`src/rtl/if_id_fetch_queue.sv`:
```
// IF/ID instruction queue: first-word-fall-through FIFO of {pc, instr} pairs with flush.
// Define IFQ_BYPASS_EN for a zero-latency empty-queue bypass from fetch to decode.
module if_id_fetch_queue #(
    parameter int DEPTH  = 4,
    parameter int PTR_W  = 2,
    parameter int DATA_W = 32,
    parameter int ADDR_W = 32
) (
    input  logic              clk,
    input  logic              rst,
    input  logic              in_valid,
    output logic              in_ready,
    input  logic [ADDR_W-1:0] in_pc,
    input  logic [DATA_W-1:0] in_instr,
    input  logic              flush,
    output logic              out_valid,
    input  logic              out_ready,
    output logic [ADDR_W-1:0] out_pc,
    output logic [ADDR_W-1:0] out_pc_plus4,
    output logic [DATA_W-1:0] out_instr,
    output logic [PTR_W:0]    count
);

    localparam logic [PTR_W:0] FULL_C = (PTR_W+1)'(DEPTH);

    logic [ADDR_W-1:0] pc_mem_q    [DEPTH];
    logic [DATA_W-1:0] instr_mem_q [DEPTH];

    logic [PTR_W-1:0]  rd_ptr_q, rd_ptr_d;
    logic [PTR_W-1:0]  wr_ptr_q, wr_ptr_d;
    logic [PTR_W:0]    count_q, count_d;

    logic              stored_valid;
    logic              bypass;
    logic              push, pop, wr_en, rd_en;
    logic [ADDR_W-1:0] head_pc;
    logic [DATA_W-1:0] head_instr;

    always_comb begin
        stored_valid = (count_q != '0);
        in_ready     = (count_q != FULL_C);
`ifdef IFQ_BYPASS_EN
        bypass       = !stored_valid && in_valid && !flush;
`else
        bypass       = 1'b0;
`endif
        out_valid    = stored_valid || bypass;
        head_pc      = bypass ? in_pc    : pc_mem_q[rd_ptr_q];
        head_instr   = bypass ? in_instr : instr_mem_q[rd_ptr_q];
        out_pc       = out_valid ? head_pc : '0;
        out_pc_plus4 = out_valid ? head_pc + ADDR_W'(4) : '0;
        out_instr    = out_valid ? head_instr : '0;
        count        = count_q;

        push  = in_valid && in_ready;
        pop   = out_valid && out_ready;
        // A bypassed entry that decode takes immediately never touches storage.
        wr_en = push && !(bypass && out_ready) && !flush;
        rd_en = pop && stored_valid && !flush;
    end

    always_comb begin
        rd_ptr_d = rd_ptr_q;
        wr_ptr_d = wr_ptr_q;
        count_d  = count_q;
        if (flush) begin
            rd_ptr_d = '0;
            wr_ptr_d = '0;
            count_d  = '0;
        end else begin
            if (wr_en) wr_ptr_d = wr_ptr_q + PTR_W'(1);
            if (rd_en) rd_ptr_d = rd_ptr_q + PTR_W'(1);
            case ({wr_en, rd_en})
                2'b10:   count_d = count_q + (PTR_W+1)'(1);
                2'b01:   count_d = count_q - (PTR_W+1)'(1);
                default: count_d = count_q;
            endcase
        end
    end

    always_ff @(posedge clk) begin
        if (rst) begin
            rd_ptr_q <= '0;
            wr_ptr_q <= '0;
            count_q  <= '0;
        end else begin
            rd_ptr_q <= rd_ptr_d;
            wr_ptr_q <= wr_ptr_d;
            count_q  <= count_d;
        end
    end

    // Storage is left uncleared on reset; occupancy alone decides validity.
    always_ff @(posedge clk) begin
        if (wr_en && !rst) begin
            pc_mem_q[wr_ptr_q]    <= in_pc;
            instr_mem_q[wr_ptr_q] <= in_instr;
        end
    end

endmodule

```
`config.mk`:
```
export PLATFORM = sky130hd
export DESIGN_NAME = if_id_fetch_queue
export DESIGN_NICKNAME = d
export VERILOG_FILES = /design/src/rtl/if_id_fetch_queue.sv
export SDC_FILE = /design/constraint.sdc
export NUM_CORES = 1
export LEC_CHECK = 0
export CAP_MARGIN = 20
export CORE_MARGIN = 5
export CORE_UTILIZATION = 45
export DETAILED_ROUTE_END_ITERATION = 8
export PLACE_DENSITY = 0.71
export SYNTH_ARGS = -nofsm -noshare
export SYNTH_HDL_FRONTEND = slang
export SYNTH_SLANG_ARGS = --single-unit
```
`constraint.sdc`:
```
create_clock -name clk -period 2.9 [get_ports clk]
set_input_delay 0.29 -clock clk [delete_from_list [all_inputs] [get_ports clk]]
set_output_delay 0.29 -clock clk [all_outputs]
set_load 0.03 [all_outputs]
```
# Word-level counts from Yosys, hierarchy flattened
# Memory sizes are Yosys's and may differ from the RTL's. A register that Yosys moved wholly into a read port is not among the register bits.
# Cells that the tools add are included.
# classes
add_sub_neg	5
eq_ne	3
muxes	10
reduce_logical	11
# ops
cell	n
2-to-1 mux 32 bit	3
adder 32 x 3 -> 32 bit, second input constant	1
2-to-1 mux 2 bit	4
logical AND 1 bit	6
one-hot mux 3 bit (2 select lines)	1
adder 2 x 1 -> 2 bit, second input constant	2
adder 3 x 1 -> 3 bit, second input constant	1
inequality test 3 bit, second input constant	1
nonzero test 3 bit	1
subtractor 3 x 1 -> 3 bit, second input constant	1
== test 2 x 1 -> 1 bit, second input constant	1
== test 2 bit, second input constant	1
logical NOT 1 bit	2
2-to-1 mux 1 bit	2
nonzero test 2 bit	1
OR reduction 2 bit	1
# word_totals
register_bits	7
mem_bits_rw	256
in_bits	69
out_inout_bits	101
elab_cells	34
memories	2
# mem_list
name	depth	width	rd	rd_ports_with_merged_regs	write_ports	line_no	source
instr_mem_q	4	32	1	1	1	27	logic [DATA_W-1:0] instr_mem_q [DEPTH];
pc_mem_q	4	32	1	1	1	26	logic [ADDR_W-1:0] pc_mem_q [DEPTH];

# Longest topological paths before layout
# logic_depth
ltp_word	6
depth_mapped	10
mapped_depth_nobuf	10

# Worst setup path after synthesis
# No wires, ideal clock.
# synth_timing
kind	register -> register
startpoint	reg count_q[1] (netlist: count[1])
endpoint	mem instr_mem_q[0][0], enable pin
setup_time_ns	0.429
arrival_time_ns	2.867
required_ns	2.471
setup_slack_ns	-0.396
stages_incl_launch_ff	6
path_buffers	0
synth_period_minus_slack_ns	3.296
cell_sequence	dfxtp_1 inv_1 nand3_1 nand2_1 nor2_1 and2_1
# synth_via
elab_chain_len	6
# synth_lines
item	line_no	source
start, declared	31	logic [PTR_W:0] count_q, count_d;
start signal, assigned	89	count_q <= count_d;
inequality test 3 bit	41	in_ready = (count_q != FULL_C);
net in_ready	12	output logic in_ready,
logical AND 1 bit	55	push = in_valid && in_ready;
logical AND 1 bit	58	wr_en = push && !(bypass && out_ready) && !flush;
logical AND 1 bit	95	if (wr_en && !rst) begin
2-to-1 mux 1 bit	95	
2-to-1 mux 1 bit (implied by the code)	97	instr_mem_q[wr_ptr_q] <= in_instr;
end, declared	27	
# The timed path passes the listed nets, and every way through them passes these cells.

==> metrics <==
Tightest Pin Transition=0.431 ns; Vias per Instance=5.41; drt total wl=about 25000 um; filler-free cell count of the finished design=1168; failing checks=negative setup slack; Setup WS pre-CTS=-0.164 ns; crit start category=register; Die Area=0.0276 mm^2; Routed Antenna Nets=0; max_slew headroom=0.712; met2 Usage GRT=0.296; setup slack after layout=-0.442 ns; drt pass-1 iters=4; Root Buffer=clkbuf_16; I/O pin count=170; synthesized area=0.0110 mm^2; clk_skew=between 0.015 and 0.02 ns; number of diodes=0; DP Wirelength=16000 um; gpl congestion=0.855; hold buffers post-CTS=0; RSZ-0062 raised after global routing=yes; Peak supply drop=roughly 0.00076 V; Post-synth top flop=edfxtp_1; layout cell share with drive strength beyond 1=0.294; total number of vias=between 6000 and 7000; final core utilization=0.604; Most Crowded Layer GR=met2; number of synthesized flops with an enable pin=~260; cells after synthesis=588; GR Util All Layers=0.172; final slew viol count=0; Iteration-0 DRC Markers=about 500; min-delay worst type=in -> reg; # fillers=around 1700; Setup-failing EPs final=22; Die H=166 um; Multi-input gate area=0.00302 mm^2; placed cells=1105; largest net degree at the start of global routing=65; min cycle time layout=3.34 ns; Critical Path AT=3.05 ns; aggregate global routing overflow=0; yosys warns=0; clk slew on worst S/H paths=0.06 ns; Final nets=902; most frequent cells in the layout=edfxtp_1 (256), clkdlybuf4s50_1 (79), buf_4 (68); H-tree Lvls=1; #FFs+latches synth=265; clock sinks=265; commonest non-fill, non-tap cell in the layout=edfxtp_1; CTS Buf Count=26; Syn Nets=664; status=finished, violations left; worst skew pair latency=between 0.5 and 0.6 ns; Seq. cell area=between 0.007 and 0.008 mm^2; Clock Path Buffers=3; initial core utilization=0.454; initial antenna violation count=3; CP endpoint kind=primary output; Leak Pwr=5.24 nW; asr flop ratio synth=0; maximum clock rate=0.299 GHz; Critical Path Fanout Max=7; TritonCTS clock tree=yes; Overall Power=8.23 mW; Max Cap Violations=0; die width=166 um; synth unique cells=40; fin crit share=1.15; Setup CP Type=reg -> out; Critical Path RT=2.61 ns; Pwr per Cell Area=564 mW/mm^2; post-synthesis sequential area ratio=0.718; M1 GR Usage=0.225; Avg Inst Size Synth=18.6 um^2; R2R setup slack=0.67 ns; Core Box Area=0.0242 mm^2; Hold Fails Final Rpt=0; DRC viols=0; IO Port Bufs=169; first-pass GRT wire length=roughly 38000 um; GR Util met3=0.0433; routed len/inst=21.2 um; vias in the first global route=between 6000 and 7000; Area growth, synth to finish=33.1%; row count=57
==> cells in the mapped netlist, types with 4 or more instances <==
library cell | count | area (um^2)
a21oi_1 | 19 | 95.1
and2_1 | 67 | 419
and3_1 | 4 | 25.0
buf_2 | 5 | 25.0
buf_4 | 4 | 30.0
clkbuf_1 | 13 | 48.8
dfxtp_1 | 9 | 180
edfxtp_1 | 256 | 7690
ha_1 | 6 | 75.1
inv_1 | 9 | 33.8
mux4_1 | 11 | 289
mux4_2 | 52 | 1170
nand2_1 | 11 | 41.3
nand3_1 | 14 | 70.1
nand4_1 | 7 | 43.8
nor2_1 | 24 | 90.1
o21ai_0 | 9 | 45.0
o31ai_1 | 8 | 60.1
or3_1 | 9 | 56.3
or4_1 | 9 | 67.6
xnor2_1 | 6 | 52.6
xor2_1 | 10 | 87.6
==> critical path, stage by stage, from the launching register on <==
cell and delay (ns):
dfxtp_4 0.37, buf_12 0.14, mux4_4 0.43, nand3_4 0.08
or4_4 0.57, buf_6 0.16, or4_4 0.47, a21oi_2 0.16
buf_6 0.14
==> timing repair <==
| action | 4_1_cts | 5_1_grt |
|---|---|---|
| cloned | 0 | 1 |
| resized for setup | 88 | 56 |
| setup endpoints to repair | 84 | 41 |
| setup buffers | 10 | 7 |
| pin swaps | 10 | 10 |
==> kinds of logic after synthesis <==
family	count (synthesis)	synth area share
flops	265	0.718
simple gates	159	0.0851
buf+inv	40	0.0211
mux	65	0.136
compound gates	36	0.0183
xor+xnor	16	0.0128
fa+ha+maj	7	0.00867
==> final timing paths <==
check	startpoint	end	cells after the start
worst max register to register	count[0]	count[2]	10
worst max-delay path	register	out_pc_plus4[23]	8
worst min-delay path	in_pc[3]	pc_mem_q[3][3]	1
worst min register to register	wr_ptr_q[1]	wr_ptr_q[1]	2
==> where the power goes <==
| part | switching [mW] | internal [mW] | leakage (nW) |
|---|---|---|---|
| Sequential | 0.0107 | 4.24 | 2.39 |
| Clock | 1.38 | 2.10 | 0.431 |
| Combinational | 0.277 | 0.227 | 2.42 |
==> state kept, by name (all words and copies together), names as in the netlist, named ones only <==
name and cells:
pc_mem_q 128, wr_ptr_q 2, instr_mem_q 128, count 3
rd_ptr_q 2
==> stage by stage <==
step / hold WS, ns / setup TNS, ns / instance area [um^2]
4_1_cts: 0.366 / -7.71 / 14400
5_1_grt: 0.374 / -8.95 / 14600
2_1_floorplan: 0.389 / 0 / 11000
3_5_place_dp: 0.508 / -0.683 / 13300
6_report: 0.389 / -6.54 / 14600
3_3_place_gp: 0.485 / -0.286 / 13300
==> per-layer routing <==
| layer | up-vias | part of all wire |
|---|---|---|
| met4 | 6 | 0.014 |
| met2 | 229 | 0.51 |
| met1 | 3225 | 0.41 |
| met3 | 40 | 0.068 |
| li1 | 2821 | - |
| met5 | - | 0.0013 |
==> layout make-up <==
| cell class | count | area share |
|---|---|---|
| Clock buffer | 29 | 0.0453 |
| Clock inverter | 17 | 0.0163 |
| Inverter | 9 | 0.00231 |
| Multi-Input combinational cell | 283 | 0.207 |
| Sequential cell | 265 | 0.540 |
| Tap cell | 324 | 0.0278 |
| Timing Repair Buffer | 241 | 0.162 |
Note: power is estimated with default switching activity, not from simulation.
